==> config.mk <==
export PLATFORM = sky130hd
export DESIGN_NAME = pipe_hazard_ctrl
export DESIGN_NICKNAME = d
export VERILOG_FILES = /design/src/rtl/pipe_hazard_ctrl.sv
export SDC_FILE = /design/constraint.sdc
export NUM_CORES = 1
export LEC_CHECK = 0
export ABC_AREA = 1
export ABC_CLOCK_PERIOD_IN_PS = 1700
export CORE_ASPECT_RATIO = 1.4
export CORE_MARGIN = 2
export CORE_UTILIZATION = 35
export DETAILED_ROUTE_END_ITERATION = 16
export DONT_BUFFER_PORTS = 1
export SYNTH_ARGS = -nofsm -noshare
export SYNTH_HDL_FRONTEND = slang
export SYNTH_SLANG_ARGS = --single-unit
==> constraint.sdc <==
create_clock -name clk_i -period 1.7 [get_ports clk_i]
set_input_delay 0.255 -clock clk_i [delete_from_list [all_inputs] [get_ports clk_i]]
set_output_delay 0.255 -clock clk_i [all_outputs]
set_load 0.05 [all_outputs]
==> src/rtl/pipe_hazard_ctrl.sv <==
// Stall/flush sequencer for the 5-stage pipeline: load-use interlock, branch/jump
// flush, and a request/acknowledge FSM that freezes the pipeline during MEM accesses.
module pipe_hazard_ctrl #(
  parameter int TIMEOUT = 64,
  parameter int CNT_W   = 16
) (
  input  logic             clk_i,
  input  logic             rst_i,
  input  logic             IDEX_MemRead_i,
  input  logic [4:0]       IDEX_Rt_i,
  input  logic [4:0]       IFID_Rs_i,
  input  logic [4:0]       IFID_Rt_i,
  input  logic             branch_taken_i,
  input  logic             jump_i,
  input  logic             EXMEM_MemRead_i,
  input  logic             EXMEM_MemWrite_i,
  input  logic             mem_ack_i,
  output logic             PCWrite_o,
  output logic             IFIDWrite_o,
  output logic             IFFlush_o,
  output logic             bubble_o,
  output logic             mem_req_o,
  output logic             mem_stall_o,
  output logic [CNT_W-1:0] stall_cnt_o,
  output logic             err_o
);

  localparam int WCNT_W = $clog2(TIMEOUT + 1);
  localparam logic [WCNT_W-1:0] WAIT_LAST = WCNT_W'(TIMEOUT - 1);
  localparam logic [WCNT_W-1:0] WAIT_MAX  = WCNT_W'(TIMEOUT);

  typedef enum logic {IDLE = 1'b0, WAIT = 1'b1} state_t;

  state_t            state_q, state_d;
  logic [WCNT_W-1:0] wait_cnt_q;
  logic [CNT_W-1:0]  stall_cnt_q;
  logic              err_q;
  logic              access, luse, req_raw, stall_raw;

  assign access = EXMEM_MemRead_i | EXMEM_MemWrite_i;
  assign luse   = IDEX_MemRead_i && (IDEX_Rt_i != 5'd0) &&
                  ((IDEX_Rt_i == IFID_Rs_i) || (IDEX_Rt_i == IFID_Rt_i));

  always_comb begin
    state_d   = state_q;
    req_raw   = 1'b0;
    stall_raw = 1'b0;
    if (state_q == IDLE) begin
      if (access) begin
        req_raw   = 1'b1;
        stall_raw = 1'b1;
        state_d   = WAIT;
      end
    end else begin
      req_raw   = 1'b1;
      stall_raw = !mem_ack_i;
      if (mem_ack_i) state_d = IDLE;
    end
  end

  // The memory handshake is silenced for the whole time reset is held.
  assign mem_req_o   = req_raw & rst_i;
  assign mem_stall_o = stall_raw & rst_i;

  always_comb begin
    PCWrite_o   = 1'b1;
    IFIDWrite_o = 1'b1;
    IFFlush_o   = 1'b0;
    bubble_o    = 1'b0;
    if (mem_stall_o) begin
      PCWrite_o   = 1'b0;
      IFIDWrite_o = 1'b0;
    end else if (luse) begin
      PCWrite_o   = 1'b0;
      IFIDWrite_o = 1'b0;
      bubble_o    = 1'b1;
    end else if (branch_taken_i || jump_i) begin
      IFFlush_o   = 1'b1;
    end
  end

  always_ff @(posedge clk_i or negedge rst_i) begin
    if (!rst_i) begin
      state_q     <= IDLE;
      wait_cnt_q  <= '0;
      stall_cnt_q <= '0;
      err_q       <= 1'b0;
    end else begin
      state_q <= state_d;
      if (state_q == IDLE && state_d == WAIT) begin
        wait_cnt_q <= '0;
      end else if (state_q == WAIT && !mem_ack_i && wait_cnt_q != WAIT_MAX) begin
        wait_cnt_q <= wait_cnt_q + 1'b1;
      end
      // err rises on the edge where the wait count reaches TIMEOUT; the FSM keeps waiting.
      if (state_q == WAIT && !mem_ack_i && wait_cnt_q == WAIT_LAST) err_q <= 1'b1;
      if ((mem_stall_o || luse) && stall_cnt_q != {CNT_W{1'b1}}) begin
        stall_cnt_q <= stall_cnt_q + 1'b1;
      end
    end
  end

  assign stall_cnt_o = stall_cnt_q;
  assign err_o       = err_q;

endmodule

Word-level counts from Yosys, hierarchy flattened
Index checks and enable logic that the tools add are counted.
{ "totals": {"reg_bits": 25, "wordCells": 42} }
{ "classes": {"mux": 14, "add_sub_neg": 2, "bitwise_logic": 4, "reduce_logical": 13, "eq_ne": 5} }
{ "ops": {"columns": ["operator", "n"], "rows": [
  ["adder 16 x 1 -> 16 bit (second input constant)", 1],
  ["inequality test 16 bit (second input constant)", 1],
  ["two-way mux 7 bit", 2],
  ["two-way mux 1 bit", 12],
  ["== test 5 bit", 2],
  ["adder 7 x 1 -> 7 bit (second input constant)", 1],
  ["== test 7 x 6 -> 1 bit (second input constant)", 1],
  ["logical AND 1 bit", 7],
  ["inequality test 7 bit (second input constant)", 1],
  ["nonzero test 5 bit", 1],
  ["logical OR 1 bit", 3],
  ["bitwise AND 1 bit", 2],
  ["nonzero test 2 bit", 1],
  ["zero test 1 bit", 1],
  ["inverter 1 bit", 1],
  ["OR 1 bit", 1]
]} }

Longest topological paths before layout
{ "logic_depth": {"depth_word": 6, "ltp_mapped": 12, "depth_no_buf": 11} }

Least setup slack after synthesis
Ideal clock, no wire load.
{ "synth_path": {"path_kind": "register -> output", "start": "register state_q", "end": "output port bubble_o", "t_required_ps": 1445, "t_arrival_ps": 1746, "n_path_buf": 0, "setup_slack_ps": -301, "stages_incl_launch_ff": 8, "path_cell_list": "dfrtp_1 nor3_2 nor2_1 inv_2 o21ai_2 nand2_1 inv_1 nor2_1"} }
{ "synth_via": {"elab_chain_len": 3} }
{ "synth_lines": {"columns": ["element", "line", "source"], "rows": [
  ["start, declared", "34", "state_t state_q, state_d;"],
  ["start signal, assigned", "89", "state_q <= state_d;"],
  ["two-way mux 1 bit", "48", "if (state_q == IDLE) begin"],
  ["named net stall_raw", "38", "logic access, luse, req_raw, stall_raw;"],
  ["bitwise AND 1 bit", "63", "assign mem_stall_o = stall_raw & rst_i;"],
  ["named net mem_stall_o", "23", "output logic mem_stall_o,"],
  ["two-way mux 1 bit", "70", "if (mem_stall_o) begin"],
  ["end, declared", "21", "output logic bubble_o,"]
]} }
The timed path passes the listed nets, and every way through them passes these cells.

Worst setup path in the final report
{ "layout_path": {"start": "register state_q", "end": "output port IFIDWrite_o"} }
{ "layout_via": {"elab_chain_len": 3} }
{ "layout_lines": {"columns": ["element", "line", "source"], "rows": [
  ["two-way mux 1 bit", "48", null],
  ["named net stall_raw", "38", null],
  ["bitwise AND 1 bit", "63", null],
  ["two-way mux 1 bit", "70", null],
  ["end, declared", "19", "output logic IFIDWrite_o,"]
]} }
The timed path passes the listed nets, and every way through them passes these cells.

==> results.toml <==
[outcome]
outcome = "finished with violations"
violations = "setup timing"

[clocking]
cts_sinks = 25
cts_tree = "done"
clk_latency_ns = 0.27
numCtsBuffers = 3
cts.clk_slew.worst_paths_ns = 0.09
clockRootBuffer = "clkbuf_8"
clk_path_buf_depth = 2
htree_levels = 1

[power_and_ir_drop]
p_clk_frac = 0.166
leakagePower_nw = 1.118
power_switching_share = 0.4433
p_seq_frac = 0.352
comb_power_share = 0.482
vdd_drop_max_v = 0.0003467
totalPowerFinal_mw = 2.160
p_int_mw = 1.202
switching_power_uw = 957.4
power.density_nw_per_um2 = 1014

[logic_synthesis]
yosysSeqAreaShare = 0.3663
synth_cells = 250
ys.flop_type = "dfrtp_1"
synth-edff-count = 0
synth_nets = 276
syn-cell-area_sq_um = 1708
synth_area_leader_cell = "dfrtp_1"
ys_top_cells_by_area = "dfrtp_1, nand2_1, inv_1"
synthArstFlopShare = 1.000
synth_top_area_frac = 0.3663
yosys_warnings = 0
ys_types = 24
syn_area_per_cell_sq_um = 6.832
ys_ff_latch = 25

[worst_setup_path]
path_max_fanout = 3
r2r_cells = 7
start_kind = "register"
worst_setup_path_end_kind = "primary output"
worstPathArrival_ns = 1.49
crit_type = "reg2out"
reg2reg_to = "stall_cnt_o[6]"
r2r-start = "stall_cnt_o[1]"
r2r_slack_ns = 0.12
cp_data_required_time_ns = 1.44

[sta]
finalCritPeriodShare = 1.024
setup_ws_ns = -0.04131
fin_worst_skew_ns = 0.001973
rsz0062_at_grt = "true"
tightest_slew_ns = 0.4722
setup_viol = 4
relSlewSlack = 0.6852
fmax_mhz = 574.3
tns_ns = -0.09474
min_period_ns = 1.741
slew_viol_final = 0
hold_violations = 0

[global_route]
grt_max_degree = 26
antenna_found_initial = 0
grt-ovfl-total = 0
grt_usage = 0.1541
grt_pass1_wl_um = 6803
grt_pass1_vias = 1567

[min_path]
hold_depth = 2
hold_start = "mem_ack_i"
whs_endpoint = "state_q"
hp-class = "in2reg"

[route]
avgRoutedWirePerCell_um = 11.09
drt-total-wl_um = 3815
ant_nets = 0
firstDrtPassIters = 4
viasPerCell = 4.535
vias = 1560
drc = 0
first_iter_violations = 59

[die]
rows = 30
io_pins = 46
fp.dieH_um = 86.66
start_util = 0.3583
coreArea_sq_um = 4767
chipWidth_um = 63.04
dieArea_sq_um = 5463

[placement]
io_buffers = 0
gp_congestion = 0.7954
placed_area_sq_um = 1976
dp.cells = 333
hpwl_um = 2925

[layout]
instances_no_fill = 344
seq_area_sq_um = 631.9
final_nets = 307
diodes = 0
fin_area_sq_um = 2131
final_util = 0.4470
drive_gt1_frac = 0.1929
multi_input_area_sq_um = 928.4
syn_to_final_growth_pct = 24.76
fillers = 482

[job]
drv_cap = 0
## area by class of cell
cell class                      instances  area share
Inverter                               41     0.07399
Clock buffer                            3     0.01938
Timing Repair Buffer                   31      0.1333
Sequential cell                        25      0.2965
Clock inverter                          1    0.003523
Multi-Input combinational cell        179      0.4357
Tap cell                               64     0.03758
## through the flow
stage	hold slack, ns	setup slack [ns]
final	0.1865	-0.04131
after global routing	0.1864	-0.1329
after CTS	0.06880	-0.1062
after detailed placement	-0.03994	0.04875
after global placement	-0.03982	0.09743
after floorplan	-0.04059	-0.04722
## worst max-delay path: stages, from the launching register on
cell	delay, ns
dfrtp_1	0.43
nor3_4	0.05
nor2_2	0.14
inv_2	0.06
o21ai_2	0.07
nand2_2	0.09
nand2_4	0.11
clkinvlp_4	0.11
buf_12	0.17
## routing by layer
| layer | vias to the layer above | global-route usage | part of all wire |
|---|---|---|---|
| met3 | 6 | 0.02857 | 0.057 |
| met4 | 0 | 0.05859 | 0.016 |
| li1 | 828 | - | - |
| met5 | - | 0 | 0 |
| met1 | 688 | 0.1732 | 0.41 |
| met2 | 38 | 0.2863 | 0.52 |
## power by group through the flow
stage / sequential [mW] / combinational (mW) / clock (mW)
finish: 0.759 / 1.04 / 0.359
global route: 0.777 / 1.15 / 0.393
CTS: 0.755 / 1.02 / 0.372
detailed placement: 0.766 / 0.925 / 0
global placement: 0.766 / 0.905 / 0
floorplan: 0.938 / 0.549 / 0
## Yosys cell counts (2+ instances only)
| cell | count |
|---|---|
| inv_1 | 39 |
| nor2_1 | 28 |
| nor3_1 | 7 |
| a21oi_1 | 2 |
| nand2_1 | 81 |
| xnor2_1 | 3 |
| buf_4 | 3 |
| ha_1 | 3 |
| nand2_2 | 2 |
| xor2_1 | 11 |
| dfrtp_1 | 25 |
| inv_2 | 2 |
| nand3_1 | 26 |
| nand4_1 | 4 |
| o21ai_0 | 5 |
## cell usage in the layout (no fill, tap or decap)
cell type      instances
buf_12                 3
nor2_4                 3
dfrtp_2                5
nor2_2                 2
clkinvlp_4             2
nand2_2                1
nor3_4                 2
o21ai_0                5
a21oi_1                2
o21a_1                 1
inv_1                 38
inv_2                  2
o21ai_2                1
o21bai_1               1
xor2_1                11
xnor2_1                3
nand2_4                2
buf_4                 24
clkbuf_8               3
ha_1                   3
nand2_1               80
nand4_1                4
dlygate4sd3_1          1
dfrtp_1               20
nor3_1                 7
nor2_1                24
nand3_1               26
nand4_4                1
buf_6                  3
## sequential cells by signal (all words and copies together) (netlist names)
| name | count |
|---|---|
| err_o | 1 |
| wait_cnt_q | 7 |
| stall_cnt_o | 16 |
| state_q | 1 |
## worst max-delay path by stage
stage / slack (ns) / start / to / depth (start not counted)
final: -0.04 / state_q / IFIDWrite_o / 8
after CTS: -0.11 / state_q / IFIDWrite_o / 8
after detailed placement: 0.05 / state_q / IFFlush_o / 8
after floorplan: -0.05 / state_q / PCWrite_o / 9
after global placement: 0.1 / state_q / IFFlush_o / 8
after global routing: -0.13 / state_q / bubble_o / 8
## timing repair
item,CTS,global route
cloned,0,0
hold buffers,2,0
pin swaps,3,1
buffers inserted,4,1
setup endpoints to repair,5,21
hold endpoints to repair,25,0
gates resized for setup,5,5
## cells by family (layout without fill, tap and decap cells)
logic type / count (synthesis) / count (layout) / synth area share
flops: 25 / 25 / 0.3663
compound gates: 10 / 10 / 0.03443
xor+xnor: 14 / 14 / 0.07180
fa+ha+maj: 3 / 3 / 0.02198
buf+inv: 46 / 76 / 0.1128
simple gates: 152 / 152 / 0.3927
No activity file was read; power rests on OpenSTA's default activity.
